## src/rtl/msrv_32_fetch_buffer.sv

```systemverilog
// Instruction fetch stage: owns the fetch PC, issues word requests under a credit limit,
// and buffers returned words in an in-order queue whose head is registered toward decode.
module msrv_32_fetch_buffer #(
  parameter logic [31:0] BOOT_ADDR = 32'h0000_0000,
  parameter int          DEPTH     = 4
) (
  input  logic        ms_riscv32_mp_clk_in,
  input  logic        ms_riscv32_mp_rst_in,
  output logic [31:0] ms_riscv32_mp_imaddr_out,
  output logic        ms_riscv32_mp_imreq_out,
  input  logic        ms_riscv32_mp_imack_in,
  input  logic        ms_riscv32_mp_instr_valid_in,
  input  logic [31:0] ms_risc32_mp_instr_in,
  input  logic        redirect_in,
  input  logic [31:0] redirect_pc_in,
  input  logic        stall_in,
  output logic [31:0] instr_out,
  output logic [31:0] pc_out,
  output logic        valid_out,
  output logic        flush_out
);

  localparam int          PW      = (DEPTH > 1) ? $clog2(DEPTH) : 1;
  localparam int          CW      = PW + 1;
  localparam int          SW      = CW + 1;
  localparam logic [31:0] NOP     = 32'h0000_0013;
  localparam logic [31:0] BOOT_PC = {BOOT_ADDR[31:2], 2'b00};

  logic          started_q;
  logic [31:0]   fetch_pc_q, fetch_pc_d;
  logic [31:0]   resp_pc_q, resp_pc_d;
  logic [CW-1:0] occ_q, occ_d;
  logic [CW-1:0] outst_q, outst_d;
  logic [CW-1:0] drop_q, drop_d;
  logic [PW-1:0] rd_ptr_q, rd_ptr_d;
  logic [PW-1:0] wr_ptr_q, wr_ptr_d;
  logic [31:0]   instr_q, instr_d;
  logic [31:0]   pc_q, pc_d;
  logic          valid_q, valid_d;
  logic          flush_q, flush_d;

  logic [31:0]   mem_instr_q [DEPTH];
  logic [31:0]   mem_pc_q    [DEPTH];

  logic          credit_ok;
  logic          req;
  logic          accept;
  logic          resp_ok;
  logic          drop_resp;
  logic          push;
  logic          pop;
  logic [CW-1:0] avail;
  logic [31:0]   redirect_target;
  logic          unused_pc_bits;

  assign unused_pc_bits  = ^redirect_pc_in[1:0];
  assign redirect_target = {redirect_pc_in[31:2], 2'b00};

  // Dropped fetches stay in outst_q until they return, so they keep holding credit.
  assign credit_ok = ({1'b0, occ_q} + {1'b0, outst_q}) < SW'(DEPTH);
  assign req       = started_q && !redirect_in && credit_ok;
  assign accept    = req && ms_riscv32_mp_imack_in;
  assign resp_ok   = ms_riscv32_mp_instr_valid_in && (outst_q != '0);
  assign drop_resp = resp_ok && (drop_q != '0);
  assign push      = resp_ok && (drop_q == '0) && !redirect_in;
  assign pop       = valid_q && !stall_in && !redirect_in;

  always_comb begin
    fetch_pc_d = fetch_pc_q;
    resp_pc_d  = resp_pc_q;
    occ_d      = occ_q;
    outst_d    = outst_q + CW'(accept) - CW'(resp_ok);
    drop_d     = drop_q;
    rd_ptr_d   = rd_ptr_q;
    wr_ptr_d   = wr_ptr_q;
    instr_d    = instr_q;
    pc_d       = pc_q;
    valid_d    = valid_q;
    flush_d    = 1'b0;
    avail      = occ_q - CW'(pop);

    if (accept) begin
      fetch_pc_d = fetch_pc_q + 32'd4;
    end

    if (redirect_in) begin
      fetch_pc_d = redirect_target;
      resp_pc_d  = redirect_target;
      occ_d      = '0;
      rd_ptr_d   = '0;
      wr_ptr_d   = '0;
      drop_d     = drop_q + outst_q - CW'(resp_ok);
      valid_d    = 1'b0;
      instr_d    = NOP;
      flush_d    = 1'b1;
    end else begin
      drop_d = drop_q - CW'(drop_resp);
      if (push) begin
        wr_ptr_d  = wr_ptr_q + PW'(1);
        resp_pc_d = resp_pc_q + 32'd4;
      end
      rd_ptr_d = rd_ptr_q + PW'(pop);
      occ_d    = occ_q - CW'(pop) + CW'(push);
      // Output loads from pre-edge contents only: a word pushed this edge shows next edge.
      valid_d  = (avail != '0);
      if (valid_d) begin
        instr_d = mem_instr_q[rd_ptr_d];
        pc_d    = mem_pc_q[rd_ptr_d];
      end else begin
        instr_d = NOP;
      end
    end
  end

  always_ff @(posedge ms_riscv32_mp_clk_in or negedge ms_riscv32_mp_rst_in) begin
    if (!ms_riscv32_mp_rst_in) begin
      started_q  <= 1'b0;
      fetch_pc_q <= BOOT_PC;
      resp_pc_q  <= BOOT_PC;
      occ_q      <= '0;
      outst_q    <= '0;
      drop_q     <= '0;
      rd_ptr_q   <= '0;
      wr_ptr_q   <= '0;
      instr_q    <= NOP;
      pc_q       <= '0;
      valid_q    <= 1'b0;
      flush_q    <= 1'b0;
    end else begin
      started_q  <= 1'b1;
      fetch_pc_q <= fetch_pc_d;
      resp_pc_q  <= resp_pc_d;
      occ_q      <= occ_d;
      outst_q    <= outst_d;
      drop_q     <= drop_d;
      rd_ptr_q   <= rd_ptr_d;
      wr_ptr_q   <= wr_ptr_d;
      instr_q    <= instr_d;
      pc_q       <= pc_d;
      valid_q    <= valid_d;
      flush_q    <= flush_d;
    end
  end

  always_ff @(posedge ms_riscv32_mp_clk_in) begin
    if (push) begin
      mem_instr_q[wr_ptr_q] <= ms_risc32_mp_instr_in;
      mem_pc_q[wr_ptr_q]    <= resp_pc_q;
    end
  end

  assign ms_riscv32_mp_imaddr_out = fetch_pc_q;
  assign ms_riscv32_mp_imreq_out  = req;
  assign instr_out                = instr_q;
  assign pc_out                   = pc_q;
  assign valid_out                = valid_q && !flush_q;
  assign flush_out                = flush_q;

endmodule

```

## config.mk

```make
export PLATFORM = sky130hd
export DESIGN_NAME = msrv_32_fetch_buffer
export DESIGN_NICKNAME = d
export VERILOG_FILES = /design/src/rtl/msrv_32_fetch_buffer.sv
export SDC_FILE = /design/constraint.sdc
export NUM_CORES = 1
export LEC_CHECK = 0
export CORE_MARGIN = 2
export CORE_UTILIZATION = 35
export CTS_BUF_LIST = sky130_fd_sc_hd__clkbuf_4
export CTS_CLUSTER_SIZE = 30
export DETAILED_ROUTE_END_ITERATION = 10
export PLACE_DENSITY = 0.65
export REMOVE_ABC_BUFFERS = 1
export SYNTH_ARGS = -nofsm -noshare
export SYNTH_HDL_FRONTEND = slang
export SYNTH_SLANG_ARGS = --single-unit
```

## constraint.sdc

```tcl
create_clock -name ms_riscv32_mp_clk_in -period 3.01 [get_ports ms_riscv32_mp_clk_in]
set_input_delay 0.301 -clock ms_riscv32_mp_clk_in [delete_from_list [all_inputs] [get_ports ms_riscv32_mp_clk_in]]
set_output_delay 0.301 -clock ms_riscv32_mp_clk_in [all_outputs]
set_load 0.005 [all_outputs]
```

* After elaboration in Yosys (flattened, before gate mapping)
Memory sizes are Yosys's and may differ from the RTL's. A register that Yosys moved wholly into a read port is not among the register bits.
Cells that the tools add are included.
** Word-level totals
- Input port bits :: 70
- Memories :: 2
- Output and inout bits :: 99
- Latch bits :: 0
- Bits in writable memories :: 256
- Register bits after elaboration :: 112
- Word-level logic and storage cells :: 63
- ROM bits :: 0
** Memory list
- mem_instr_q :: words 4, bits a word 32, rd ports 1, clocked after memory_dff 0, wr ports 1, RTL line 42 : logic [31:0] mem_instr_q [DEPTH];
- mem_pc_q :: words 4, bits a word 32, rd ports 1, clocked after memory_dff 1, wr ports 1, RTL line 43 : logic [31:0] mem_pc_q [DEPTH];
** Cells by class
- $add $sub $neg :: 12
- Shifts and indexed selects :: 0
- Multiplexer cells :: 15
- Multipliers :: 0
- Div/mod/pow operators :: 0
- Reduce and logical (&&, ||, !) cells :: 21
- Bitwise operators :: 1
- Equality and inequality tests :: 0
- Magnitude comparators :: 1
** Operator list (count)
- 32-bit two-way mux :: 6
- 32-bit by 3-bit adder with 32-bit output (second input constant) :: 2
- 3-bit by 1-bit subtractor with 3-bit output :: 4
- 1-bit logical AND :: 10
- 3-bit nonzero test :: 3
- 3-bit by 1-bit adder with 3-bit output :: 2
- 2-bit two-way mux :: 3
- 3-bit two-way mux :: 2
- 3-bit by 3-bit adder with 4-bit output :: 1
- 1-bit logical NOT :: 4
- 4-bit by 3-bit < comparator with 1-bit output (second input constant) :: 1
- 1-bit two-way mux :: 4
- 2-bit nonzero test :: 2
- 3-bit adder :: 1
- 3-bit logical NOT :: 1
- 2-bit by 1-bit adder with 2-bit output :: 1
- 2-bit by 1-bit adder with 2-bit output (second input constant) :: 1
- 2-bit AND reduction :: 1
- 1-bit NOT :: 1

* Depth between registers and ports, before layout
- Depth in word-level cells :: 7
- Gate-level depth with buffers :: 13
- Depth with buffers taken out :: 10

* Least setup slack after synthesis
No wires, ideal clock.
- Path type :: input port to flip-flop
- Start point :: input redirect_in
- End point :: register pc_q[10], in the netlist pc_out[10], read port of mem_pc_q
- Data required time :: 2885 ps
- Cell stages on the path :: 9
- Setup slack :: -40 ps
- Library setup time :: 125 ps
- Arrival time :: 2925 ps
- Buffers on the path :: 5
- Path through :: clkbuf_1 clkbuf_1 buf_1 nor3b_1 ha_1 clkbuf_1 buf_2 mux4_2 mux2_2
** Between the ends
- Word-level cells in the longest chain between the ends :: 5
- Elaborated cells on any way between the ends :: 7
- Classes of those cells :: add/sub (2); bitwise (1); reduce/logical (4)
** RTL lines
- start, declared :: RTL line 14 : input logic redirect_in,
- 1-bit logical NOT :: RTL line 66 : assign pop = valid_q && !stall_in && !redirect_in;
- 1-bit logical AND :: RTL line 66
- 3-bit by 1-bit subtractor with 3-bit output :: RTL line 80 : avail = occ_q - CW'(pop);
- 3-bit nonzero test :: RTL line 105 : valid_d = (avail != '0);
- 2-bit AND reduction (no line)
- end, declared :: RTL line 38 : logic [31:0] pc_q, pc_d;
Parallel ways exist; a longest one is shown, timed or not.
A chain may end at the register's enable or synchronous reset.

* Worst setup path in the final report
- Start point :: register outst_q[2]
- End point :: output ms_riscv32_mp_imreq_out
** Between the ends
- Word-level cells in the longest chain between the ends :: 3
** RTL lines
- start, declared :: RTL line 33 : logic [CW-1:0] outst_q, outst_d;
- start signal, assigned :: RTL line 134 : outst_q <= outst_d;
- 3-bit by 3-bit adder with 4-bit output :: RTL line 60 : assign credit_ok = ({1'b0, occ_q} + {1'b0, outst_q}) < SW'(DEPTH);
- 4-bit by 3-bit < comparator with 1-bit output :: RTL line 60
- 1-bit logical AND :: RTL line 61 : assign req = started_q && !redirect_in && credit_ok;
- end, declared :: RTL line 10 : output logic ms_riscv32_mp_imreq_out,
No other way between the ends.

==> metrics.yaml <==
cp_cell_sequence: "ha_1, nor4b_4, and3_4, clkdlybuf4s50_1"
combPwrFrac_pct: 16.9
drcViolationCount: 0
path_buf_inv: 1
initial_core_util_pct: 35.3
die_w_microns: 215
track_usage_pct: 15.8
drt_first_pass_iters: 5
cts.sinks: 386
num_vias: 9236
yosysUniqueCellTypes: 55
ys.flop_type: "edfxtp_1"
grt_pass1_vias: 9618
placed_area_sq_um: 18200
cts_max_level: 3
rows: 77
synth_edf_count: 248
antenna_left: 0
worstMarginPinSlew_ps: 973
port_buffers: 162
fin_setup_tns_ps: 0
viasPerCell: 4.92
fin_ws_ps: 105
final_cell_area_sq_um: 19600
die_h_microns: 215
ys_ff_latch: 386
hold_viol: 0
synthTopCellsByCount: "edfxtp_1 (248), dfrtp_1 (135), mux4_2 (62)"
fin_crit_sh_pct: 96.5
start_kind: "flop"
slowest_stage: "clkdlybuf4s50_1"
routed_wl_microns: 35900
routedWlPerCell_microns: 19.1
dieArea_sq_um: 46100
grt_max_degree: 92
drv_cap: 0
arrival_ps: 2600
grt_overflow: 0
yosysTopAreaCell: "edfxtp_1"
core_area_sq_um: 44000
min_period_ps: 2910
synth.most_common_cell: "edfxtp_1"
power_density_nw_per_um2: 685
crit_path_end_kind: "output pin"
pwr-share-clk_pct: 34.5
worstHoldPathType: "primary input to flop"
p_leak_nw: 7.07
max_stage_delay_ps: 500
cts.clk_slew.worst_paths_ps: 70
grt_pass1_wl_microns: 55000
cts_root_buf: "clkbuf_4"
worstPathRequired_ps: 2710
synth_area_sq_um: 15500
cts_made_buffers: 104
p_int_mw: 10.0
p_seq_share_pct: 48.6
critPathKind: "flop to output pin"
slew_viol_final: 0
fin_skew_ps: 70.4
ios: 169
synth_area_leaders: "edfxtp_1 (48%), dfrtp_1 (22%), mux4_2 (9.0%), mux2_2 (2.6%), ha_1 (1.6%)"
antenna_found_initial: 2
clkLatencyLatePin_ps: 780
crit_family: "simple AND/OR/NAND/NOR gates"
hpwl_microns: 23000
fin_cells: 1879
fin_hold_ws_ps: 128
place_ws_ps: 195
syn_inst: 935
area_delta_synth_final_pct: 26.4
layout.nets: 1292
nFillCells: 3921
globalplace.congestion: 0.799
switching_share_pct: 25.3
fmax_mhz: 344
async_flop_share_pct: 35.8
ys_seq_area_share_pct: 70.2
setup_viol: 0
vdd_drop_max_mv: 0.293
tritoncts: "yes"
yosysTopAreaCellShare_pct: 48.0
status: "completed"
drt-initial-drc-count: 595
clockBufferDepth: 3
max_slew_margin_pct: 35.2
synth_area_per_cell_sq_um: 16.6
cp_max_fo: 4
ys_warn_count: 0
dp.cells: 1684
p_switching_mw: 3.41
drive_gt1_share_pct: 26.2
-- final timing paths --
check | cells past startpoint | slack, ps | from | to
worst max-delay path | 4 | 100 | outst_q[2] | ms_riscv32_mp_imreq_out
worst min-delay path | 3 | 130 | redirect_pc_in[21] | ms_riscv32_mp_imaddr_out[21]
worst max register to register | 10 | 480 | outst_q[2] | outst_q[2]
worst min register to register | 1 | 480 | drop_q[2] | drop_q[2]
max in group asynchronous | 3 | 1880 | ms_riscv32_mp_rst_in | outst_q[2]
min in group asynchronous | 2 | 210 | ms_riscv32_mp_rst_in | pc_out[20]
-- final cells by class --
class	instances	area, sq um	area share [%]
diodes	1	2.50	0.0128
clock buffers	162	1220	6.20
clock inverters	30	163	0.829
inverters	25	93.8	0.478
multi-input cells	483	4400	22.4
flip-flops and latches	386	10900	55.6
well taps	592	741	3.78
repair buffers	200	2100	10.7
-- placed cells by master (no fill, tap or decap), drive strengths merged, types with 7 or more instances in the layout --
cell and n:
clkdlybuf4s50 160, dfrtp 135, xor2 20, mux2 36, and3 10, o21ai 27, inv 26, nor2b 9
edfxtp 248, xnor2 17, a21boi 7, ha 20, nand4 25, nand3 41, clkbuf 162, clkinv 27
o211ai 7, o311ai 9, buf 38, nor2 19, and2 39, nand2b 7, mux4 62, a21oi 8
nor3 8, nand2 58
-- sequential cells by signal, indices dropped and copies added, names as in the netlist, 3 cells and up --
signal,count
instr_out,32
outst_q,3
pc_out,30
occ_q,3
ms_riscv32_mp_imaddr_out,30
resp_pc_q,30
drop_q,3
mem_instr_q,128
mem_pc_q,120
-- power groups by stage --
stage	clock network, mW	logic, mW	registers (mW)
4_1_cts	4.80	2.34	6.54
3_5_place_dp	0	2.32	6.64
3_3_place_gp	0	2.28	6.62
2_1_floorplan	0	1.08	6.57
6_report	4.63	2.28	6.53
5_1_grt	5.10	2.51	6.60
-- cell families (layout without fill, tap and decap cells) --
family,count (synthesis),count (layout),share of synthesized area (%)
flops,386,386,70.2
simple gates,240,240,8.73
mux,101,101,11.8
compound gates,78,78,3.29
buf+inv,69,417,1.93
xor+xnor,37,37,2.09
fa+ha+maj,22,22,1.87
other cells,2,6,0.0484
-- metal layers --
metal	up-vias	global-route usage [%]	share of wire [%]
li1	4177	-	-
met1	4687	20.1	41
met2	324	25.4	49
met3	46	4.84	8.1
met4	2	5.86	2.0
met5	-	0	0.025
-- worst min-delay path: cells and delay by family --
kind / cells / cell delay, ps
buf+inv: 1 / 420
simple gates: 2 / 140
-- metrics by stage --
step	power, mW	utilization (%)
2_1_floorplan	7.65	-
3_3_place_gp	8.90	41.3
3_5_place_dp	8.97	41.3
4_1_cts	13.7	44.5
5_1_grt	14.2	44.6
6_report	13.4	44.6
-- repair_timing --
item,in CTS,in global routing
hold buffers,2,0
endpoints found under the hold margin,86,0
endpoints found under the setup margin,0,1
gates resized for setup,0,3
buffers inserted,0,0
Power figures use the tool's default switching activity.
